**src/rtl/gmp_stuff_or_data_lanes_if.sv**
```systemverilog
// Beat bus between the frame parameter source, the stuff/data decision block and the lane mapper.
interface gmp_stuff_or_data_lanes_if #(
  parameter int MPT_W = 8,
  parameter int LANES = 4
);
  localparam int CW = $clog2(LANES + 1);

  logic [MPT_W-1:0] pm;
  logic [MPT_W-1:0] cm;
  logic             valid_in;
  logic             sof;
  logic             valid_out;
  logic             sof_out;
  logic             eof_out;
  logic [LANES-1:0] ds;
  logic [CW-1:0]    dcount;
  logic             input_err;
  logic             err_sof_early;
  logic             err_sof_late;

  modport master (
    output pm, cm, valid_in, sof,
    input  valid_out, sof_out, eof_out, ds, dcount,
    input  input_err, err_sof_early, err_sof_late
  );

  modport slave (
    input  pm, cm, valid_in, sof,
    output valid_out, sof_out, eof_out, ds, dcount,
    output input_err, err_sof_early, err_sof_late
  );
endinterface

```
**src/rtl/gmp_stuff_or_data_lanes.sv**
```systemverilog
// Multi-lane sigma-delta stuff/data decision: LANES consecutive payload positions per beat,
// lanes chained combinationally through the running accumulator.
module gmp_sd_lane #(
  parameter int W = 8
) (
  input  logic [W:0]   a_in,
  input  logic [W-1:0] cm,
  input  logic [W-1:0] pm,
  output logic         d,
  output logic [W:0]   a_out
);
  logic [W:0] s;

  assign s     = a_in + {1'b0, cm};
  assign d     = (s >= {1'b0, pm});
  assign a_out = d ? s - {1'b0, pm} : s;
endmodule

module gmp_stuff_or_data_lanes #(
  parameter int MPT_W = 8,
  parameter int LANES = 4
) (
  input logic                  clk,
  input logic                  rst_n,
  gmp_stuff_or_data_lanes_if.slave bus
);
  localparam int LG = $clog2(LANES);
  localparam int CW = $clog2(LANES + 1);
  // pm must be a whole number of beats
  localparam logic [MPT_W-1:0] LANE_MASK = MPT_W'(LANES - 1);

  typedef enum logic [1:0] {IDLE, RUN, WAIT_SOF} state_t;

  state_t           state;
  logic [MPT_W-1:0] pm_r, cm_r, beats_r, beat_cnt;
  logic [MPT_W:0]   acc;

  logic             start, bad, emit, last;
  logic [MPT_W-1:0] pm_v, cm_v, beats_v, cnt_v;
  logic [LANES:0][MPT_W:0] a;
  logic [LANES-1:0] ds_c;
  logic [CW-1:0]    dc_c;

  assign start   = bus.valid_in & bus.sof;
  assign bad     = (bus.pm == '0) | (bus.cm > bus.pm) | ((bus.pm & LANE_MASK) != '0);
  // A legal sof evaluates its own beat with the fresh parameters and a cleared accumulator
  assign pm_v    = start ? bus.pm : pm_r;
  assign cm_v    = start ? bus.cm : cm_r;
  assign beats_v = start ? (bus.pm >> LG) : beats_r;
  assign cnt_v   = start ? '0 : beat_cnt;
  assign last    = (cnt_v == beats_v - 1'b1);
  assign emit    = bus.valid_in & (bus.sof ? ~bad : (state == RUN));
  assign a[0]    = start ? '0 : acc;

  genvar g;
  generate
    for (g = 0; g < LANES; g++) begin : g_lane
      gmp_sd_lane #(.W(MPT_W)) u_lane (
        .a_in  (a[g]),
        .cm    (cm_v),
        .pm    (pm_v),
        .d     (ds_c[g]),
        .a_out (a[g+1])
      );
    end
  endgenerate

  always_comb begin
    dc_c = '0;
    for (int i = 0; i < LANES; i++) dc_c = dc_c + CW'(ds_c[i]);
  end

  always_ff @(posedge clk) begin
    if (!rst_n) begin
      state             <= IDLE;
      pm_r              <= '0;
      cm_r              <= '0;
      beats_r           <= '0;
      beat_cnt          <= '0;
      acc               <= '0;
      bus.valid_out     <= 1'b0;
      bus.sof_out       <= 1'b0;
      bus.eof_out       <= 1'b0;
      bus.ds            <= '0;
      bus.dcount        <= '0;
      bus.input_err     <= 1'b0;
      bus.err_sof_early <= 1'b0;
      bus.err_sof_late  <= 1'b0;
    end else begin
      bus.valid_out     <= 1'b0;
      bus.sof_out       <= 1'b0;
      bus.eof_out       <= 1'b0;
      bus.ds            <= '0;
      bus.dcount        <= '0;
      bus.input_err     <= 1'b0;
      bus.err_sof_early <= 1'b0;
      bus.err_sof_late  <= 1'b0;

      if (start) begin
        bus.err_sof_early <= (state == RUN) && (beat_cnt != '0);
        if (bad) begin
          bus.input_err <= 1'b1;
          state         <= IDLE;
          beat_cnt      <= '0;
        end else begin
          pm_r        <= bus.pm;
          cm_r        <= bus.cm;
          beats_r     <= beats_v;
          bus.sof_out <= 1'b1;
        end
      end else if (bus.valid_in && state == WAIT_SOF) begin
        bus.err_sof_late <= 1'b1;
        state            <= IDLE;
      end

      if (emit) begin
        bus.valid_out <= 1'b1;
        bus.ds        <= ds_c;
        bus.dcount    <= dc_c;
        bus.eof_out   <= last;
        acc           <= a[LANES];
        if (last) begin
          beat_cnt <= '0;
          state    <= WAIT_SOF;
        end else begin
          beat_cnt <= cnt_v + 1'b1;
          state    <= RUN;
        end
      end
    end
  end
endmodule

```
**src/flat_wrapper.sv**
```systemverilog
// flat-port wrapper written by rule: the top's interface ports become plain ports
module gmp_stuff_or_data_lanes_flat 
#(
  parameter int MPT_W = 8,
  parameter int LANES = 4
)
  (clk, rst_n, bus_pm, bus_cm, bus_valid_in, bus_sof, bus_valid_out, bus_sof_out, bus_eof_out, bus_ds, bus_dcount, bus_input_err, bus_err_sof_early, bus_err_sof_late);
  gmp_stuff_or_data_lanes_if #(.MPT_W(MPT_W), .LANES(LANES)) bus_i ();
  input logic clk;
  input logic rst_n;
  input wire logic [$bits(bus_i.pm)-1:0] bus_pm;
  input wire logic [$bits(bus_i.cm)-1:0] bus_cm;
  input wire logic [$bits(bus_i.valid_in)-1:0] bus_valid_in;
  input wire logic [$bits(bus_i.sof)-1:0] bus_sof;
  output wire logic [$bits(bus_i.valid_out)-1:0] bus_valid_out;
  output wire logic [$bits(bus_i.sof_out)-1:0] bus_sof_out;
  output wire logic [$bits(bus_i.eof_out)-1:0] bus_eof_out;
  output wire logic [$bits(bus_i.ds)-1:0] bus_ds;
  output wire logic [$bits(bus_i.dcount)-1:0] bus_dcount;
  output wire logic [$bits(bus_i.input_err)-1:0] bus_input_err;
  output wire logic [$bits(bus_i.err_sof_early)-1:0] bus_err_sof_early;
  output wire logic [$bits(bus_i.err_sof_late)-1:0] bus_err_sof_late;
  assign bus_i.pm = bus_pm;
  assign bus_i.cm = bus_cm;
  assign bus_i.valid_in = bus_valid_in;
  assign bus_i.sof = bus_sof;
  assign bus_valid_out = bus_i.valid_out;
  assign bus_sof_out = bus_i.sof_out;
  assign bus_eof_out = bus_i.eof_out;
  assign bus_ds = bus_i.ds;
  assign bus_dcount = bus_i.dcount;
  assign bus_input_err = bus_i.input_err;
  assign bus_err_sof_early = bus_i.err_sof_early;
  assign bus_err_sof_late = bus_i.err_sof_late;
  gmp_stuff_or_data_lanes #(.MPT_W(MPT_W), .LANES(LANES)) u_core (.clk(clk), .rst_n(rst_n), .bus(bus_i));
endmodule
```
**config.mk**
```make
export PLATFORM = sky130hd
export DESIGN_NAME = gmp_stuff_or_data_lanes_flat
export DESIGN_NICKNAME = d
export VERILOG_FILES = /design/src/rtl/gmp_stuff_or_data_lanes_if.sv /design/src/rtl/gmp_stuff_or_data_lanes.sv /design/src/flat_wrapper.sv
export SDC_FILE = /design/constraint.sdc
export NUM_CORES = 1
export LEC_CHECK = 0
export ABC_AREA = 1
export BUFFER_PORTS_ARGS = -buffer_cell sky130_fd_sc_hd__buf_2
export CAP_MARGIN = 20
export CORE_UTILIZATION = 55
export CTS_BUF_LIST = sky130_fd_sc_hd__clkbuf_8
export CTS_CLUSTER_DIAMETER = 100
export DETAILED_ROUTE_END_ITERATION = 8
export PLACE_DENSITY = 0.73
export SLEW_MARGIN = 10
export SYNTH_ARGS = -nofsm -noshare
export SYNTH_HDL_FRONTEND = slang
export SYNTH_SLANG_ARGS = --single-unit
```
**constraint.sdc**
```tcl
create_clock -name clk -period 20.6 [get_ports clk]
set_input_delay 2.06 -clock clk [delete_from_list [all_inputs] [get_ports clk]]
set_output_delay 2.06 -clock clk [all_outputs]
set_load 0.02 [all_outputs]
```
==> flow_metrics.env <==
export IMPL_drc=0
export IMPL_clock_path_buffers=2
export IMPL_routed_via_density=5.35
export IMPL_antenna_found_initial=0
export IMPL_gr_usage_met3=0.0345
export IMPL_tritoncts="done"
export IMPL_cts_sinks=56
export IMPL_nNetsFinal=1081
export IMPL_place_congestion=0.911
export IMPL_skew_ns=0.00761
export IMPL_overflow=0
export IMPL_drv_cap=0
export IMPL_crit_type="primary input to register"
export IMPL_hpwl_mm=12.7
export IMPL_io_buffers=32
export IMPL_drive_gt1_frac=0.0785
export IMPL_synth_area_leaders="dfxtp_1 (18%), nand2_1 (16%), ha_1 (16%)"
export IMPL_grt_pass1_wl_mm=25.9
export IMPL_die_h_um=108
export IMPL_cp_end_kind="register"
export IMPL_min_period_ns=15.77
export IMPL_cts_root_buf="clkbuf_8"
export IMPL_die_area_sq_um=11600
export IMPL_fmax_mhz=63.4
export IMPL_post_cts_setup_buffers=0
export IMPL_holdBufCountCts=0
export IMPL_core_sq_um=10800
export IMPL_boundaryPins=33
export IMPL_rsz0062_at_grt="false"
export IMPL_synth_top_area_share=0.183
export IMPL_yosys_warnings=0
export IMPL_setup_viol=0
export IMPL_cpMostUsedCell="inv_1"
export IMPL_min_period_over_period=0.766
export IMPL_drt_iter0_drc=418
export IMPL_met2_usage=0.491
export IMPL_synthArstFlopShare=0
export IMPL_insertedDiodeCount=0
export IMPL_grt_busiest_layer="met2"
export IMPL_critPathMaxStageDelay_ns=0.85
export IMPL_wirelength_mm=16.1
export IMPL_rows=38
export IMPL_area_growth_pct=5.97
export IMPL_cts_resized=0
export IMPL_crit_required_ns=20.81
export IMPL_grt_pass1_vias=5463
export IMPL_use_met1=0.361
export IMPL_max_slew_margin=0.358
export IMPL_outcome="complete, no violations"
export IMPL_ys_ff_latch=56
export IMPL_wl_per_cell_um=14.4
export IMPL_cp_start_kind="primary input"
export IMPL_synthCells=958
export IMPL_hold_viol_final=0
export IMPL_clk_pin_slew_ns=0.10
export IMPL_synth_edff_count=0
export IMPL_die_w_um=108
export IMPL_cts_buffers_inserted=5
export IMPL_ys_seq_area_frac=0.183
export IMPL_via_count=5993
export IMPL_syn_nets=1059
export IMPL_tns_ns=0
export IMPL_grt_max_degree=36
export IMPL_synth_avg_cell_area_sq_um=6.39
export IMPL_initial_core_util=0.565
export IMPL_synth_area_sq_um=6120
export IMPL_drv_slew=0
export IMPL_first_pass_iters=6
export IMPL_htreeDepth=2
export IMPL_grt_usage=0.287
export IMPL_dominantRegCellSynth="dfxtp_1"
export IMPL_hold_ws_ns=0.450
export IMPL_hold_class="register to register"
export IMPL_cp_arrival_ns=15.98
export IMPL_cp_max_fo=35
export IMPL_max_slew_worst_pin_slew_ns=0.963
export IMPL_worst_path_max_delay_cell="o21ai_0"
export IMPL_synth_largest_area_cell="dfxtp_1"
export IMPL_ant_nets=0
export IMPL_clock_latency_ns=0.31
export IMPL_synth_cell_types=44
cells in the final DEF, fill, tap and decap left out, drive strengths merged, types with 3 or more instances in the layout:
| master | n |
|---|---|
| dfxtp | 56 |
| nor2 | 62 |
| nand4 | 19 |
| o21bai | 6 |
| o211ai | 3 |
| fa | 4 |
| nand3 | 57 |
| nor3 | 12 |
| buf | 34 |
| nor4 | 5 |
| o21ai | 50 |
| or2 | 3 |
| xnor2 | 14 |
| xor2 | 40 |
| clkbuf | 5 |
| a211oi | 7 |
| inv | 153 |
| ha | 77 |
| nand2 | 281 |
| a21oi | 73 |
sequential cells by signal (all words and copies together) (netlist names), 2 cells and up:
signal             flops
u_core.bus.ds          4
u_core.bus.dcount      3
u_core.acc             9
u_core.pm_r            8
u_core.cm_r            8
u_core.beat_cnt        8
u_core.state           2
u_core.beats_r         8
final timing paths:
| kind | start | end | slack, ns | cells past startpoint |
|---|---|---|---|---|
| hold / removal | u_core.pm_r[0] | u_core.pm_r[0] | 0.45 | 2 |
| setup reg to reg | u_core.cm_r[2] | u_core.bus.dcount[1] | 7.67 | 82 |
| setup / recovery | bus_valid_in | u_core.bus.dcount[1] | 4.83 | 84 |
| hold reg to reg | u_core.pm_r[0] | u_core.pm_r[0] | 0.45 | 2 |
per-layer routing:
layer | routed length, um | vias to the layer above
met2 | 7420 | 149
met4 | 635 | 0
met5 | 0 | -
met1 | 7350 | 2657
li1 | - | 3157
met3 | 707 | 30
area by class of cell:
class,count,area [sq um]
clock inverter,3,38.8
inverter,153,574
sequential,56,1120
clock buffer,5,68.8
multi-input combinational,730,4340
fill,1094,4350
timing repair buffer,34,175
tap,140,175
synthesized netlist by cell type, types with 2 or more instances:
library cell	count
nand2_1	263
nand4_1	19
buf_2	2
buf_1	2
a221oi_1	2
a211oi_1	7
inv_2	3
nand2_2	15
or2_2	3
dfxtp_1	56
nand3_2	5
a21oi_1	73
xnor2_1	14
a21o_1	2
nor2_1	61
o21ai_2	2
nand2_4	3
nand3_1	48
o21bai_1	6
o311ai_0	2
o211ai_1	3
o21ai_0	46
nand3_4	4
inv_1	149
nor3_1	12
o21ai_1	2
o221ai_1	2
xor2_1	40
o22ai_1	2
nor4_1	5
fa_1	4
buf_6	2
ha_1	77
clkbuf_1	12
logic make-up (layout without fill, tap and decap cells):
family | Yosys count | count (layout) | synth area share
compound gates | 154 | 154 | 0.142
xor+xnor | 54 | 54 | 0.0772
fa+ha+maj | 81 | 81 | 0.170
buf+inv | 172 | 195 | 0.109
flops | 56 | 56 | 0.183
simple gates | 441 | 441 | 0.319
critical path, delay by kind of cell:
family / cells / cell delay [ns]
buffers and inverters: 17 / 2.25
xor gates and xnor gates: 5 / 0.92
adders and majority gates: 12 / 3.13
AOI/OAI and AO/OA: 20 / 4.13
and+or+nand+nor: 30 / 3.50
stage by stage:
| step | cell area [sq um] | util | cells | setup WS [ns] |
|---|---|---|---|---|
| floorplan | 6120 | - | 958 | 6.33 |
| global placement | 6380 | 0.589 | 1113 | 5.02 |
| detailed placement | 6380 | 0.589 | 1113 | 4.72 |
| CTS | 6490 | 0.599 | 1121 | 5.01 |
| global route | 6490 | 0.599 | 1121 | 3.51 |
| finish | 6490 | 0.599 | 1121 | 4.83 |
Power is left out: the tool's default activity adds up to more than one toggle a clock period on the data nets, which glitch-free logic cannot reach.
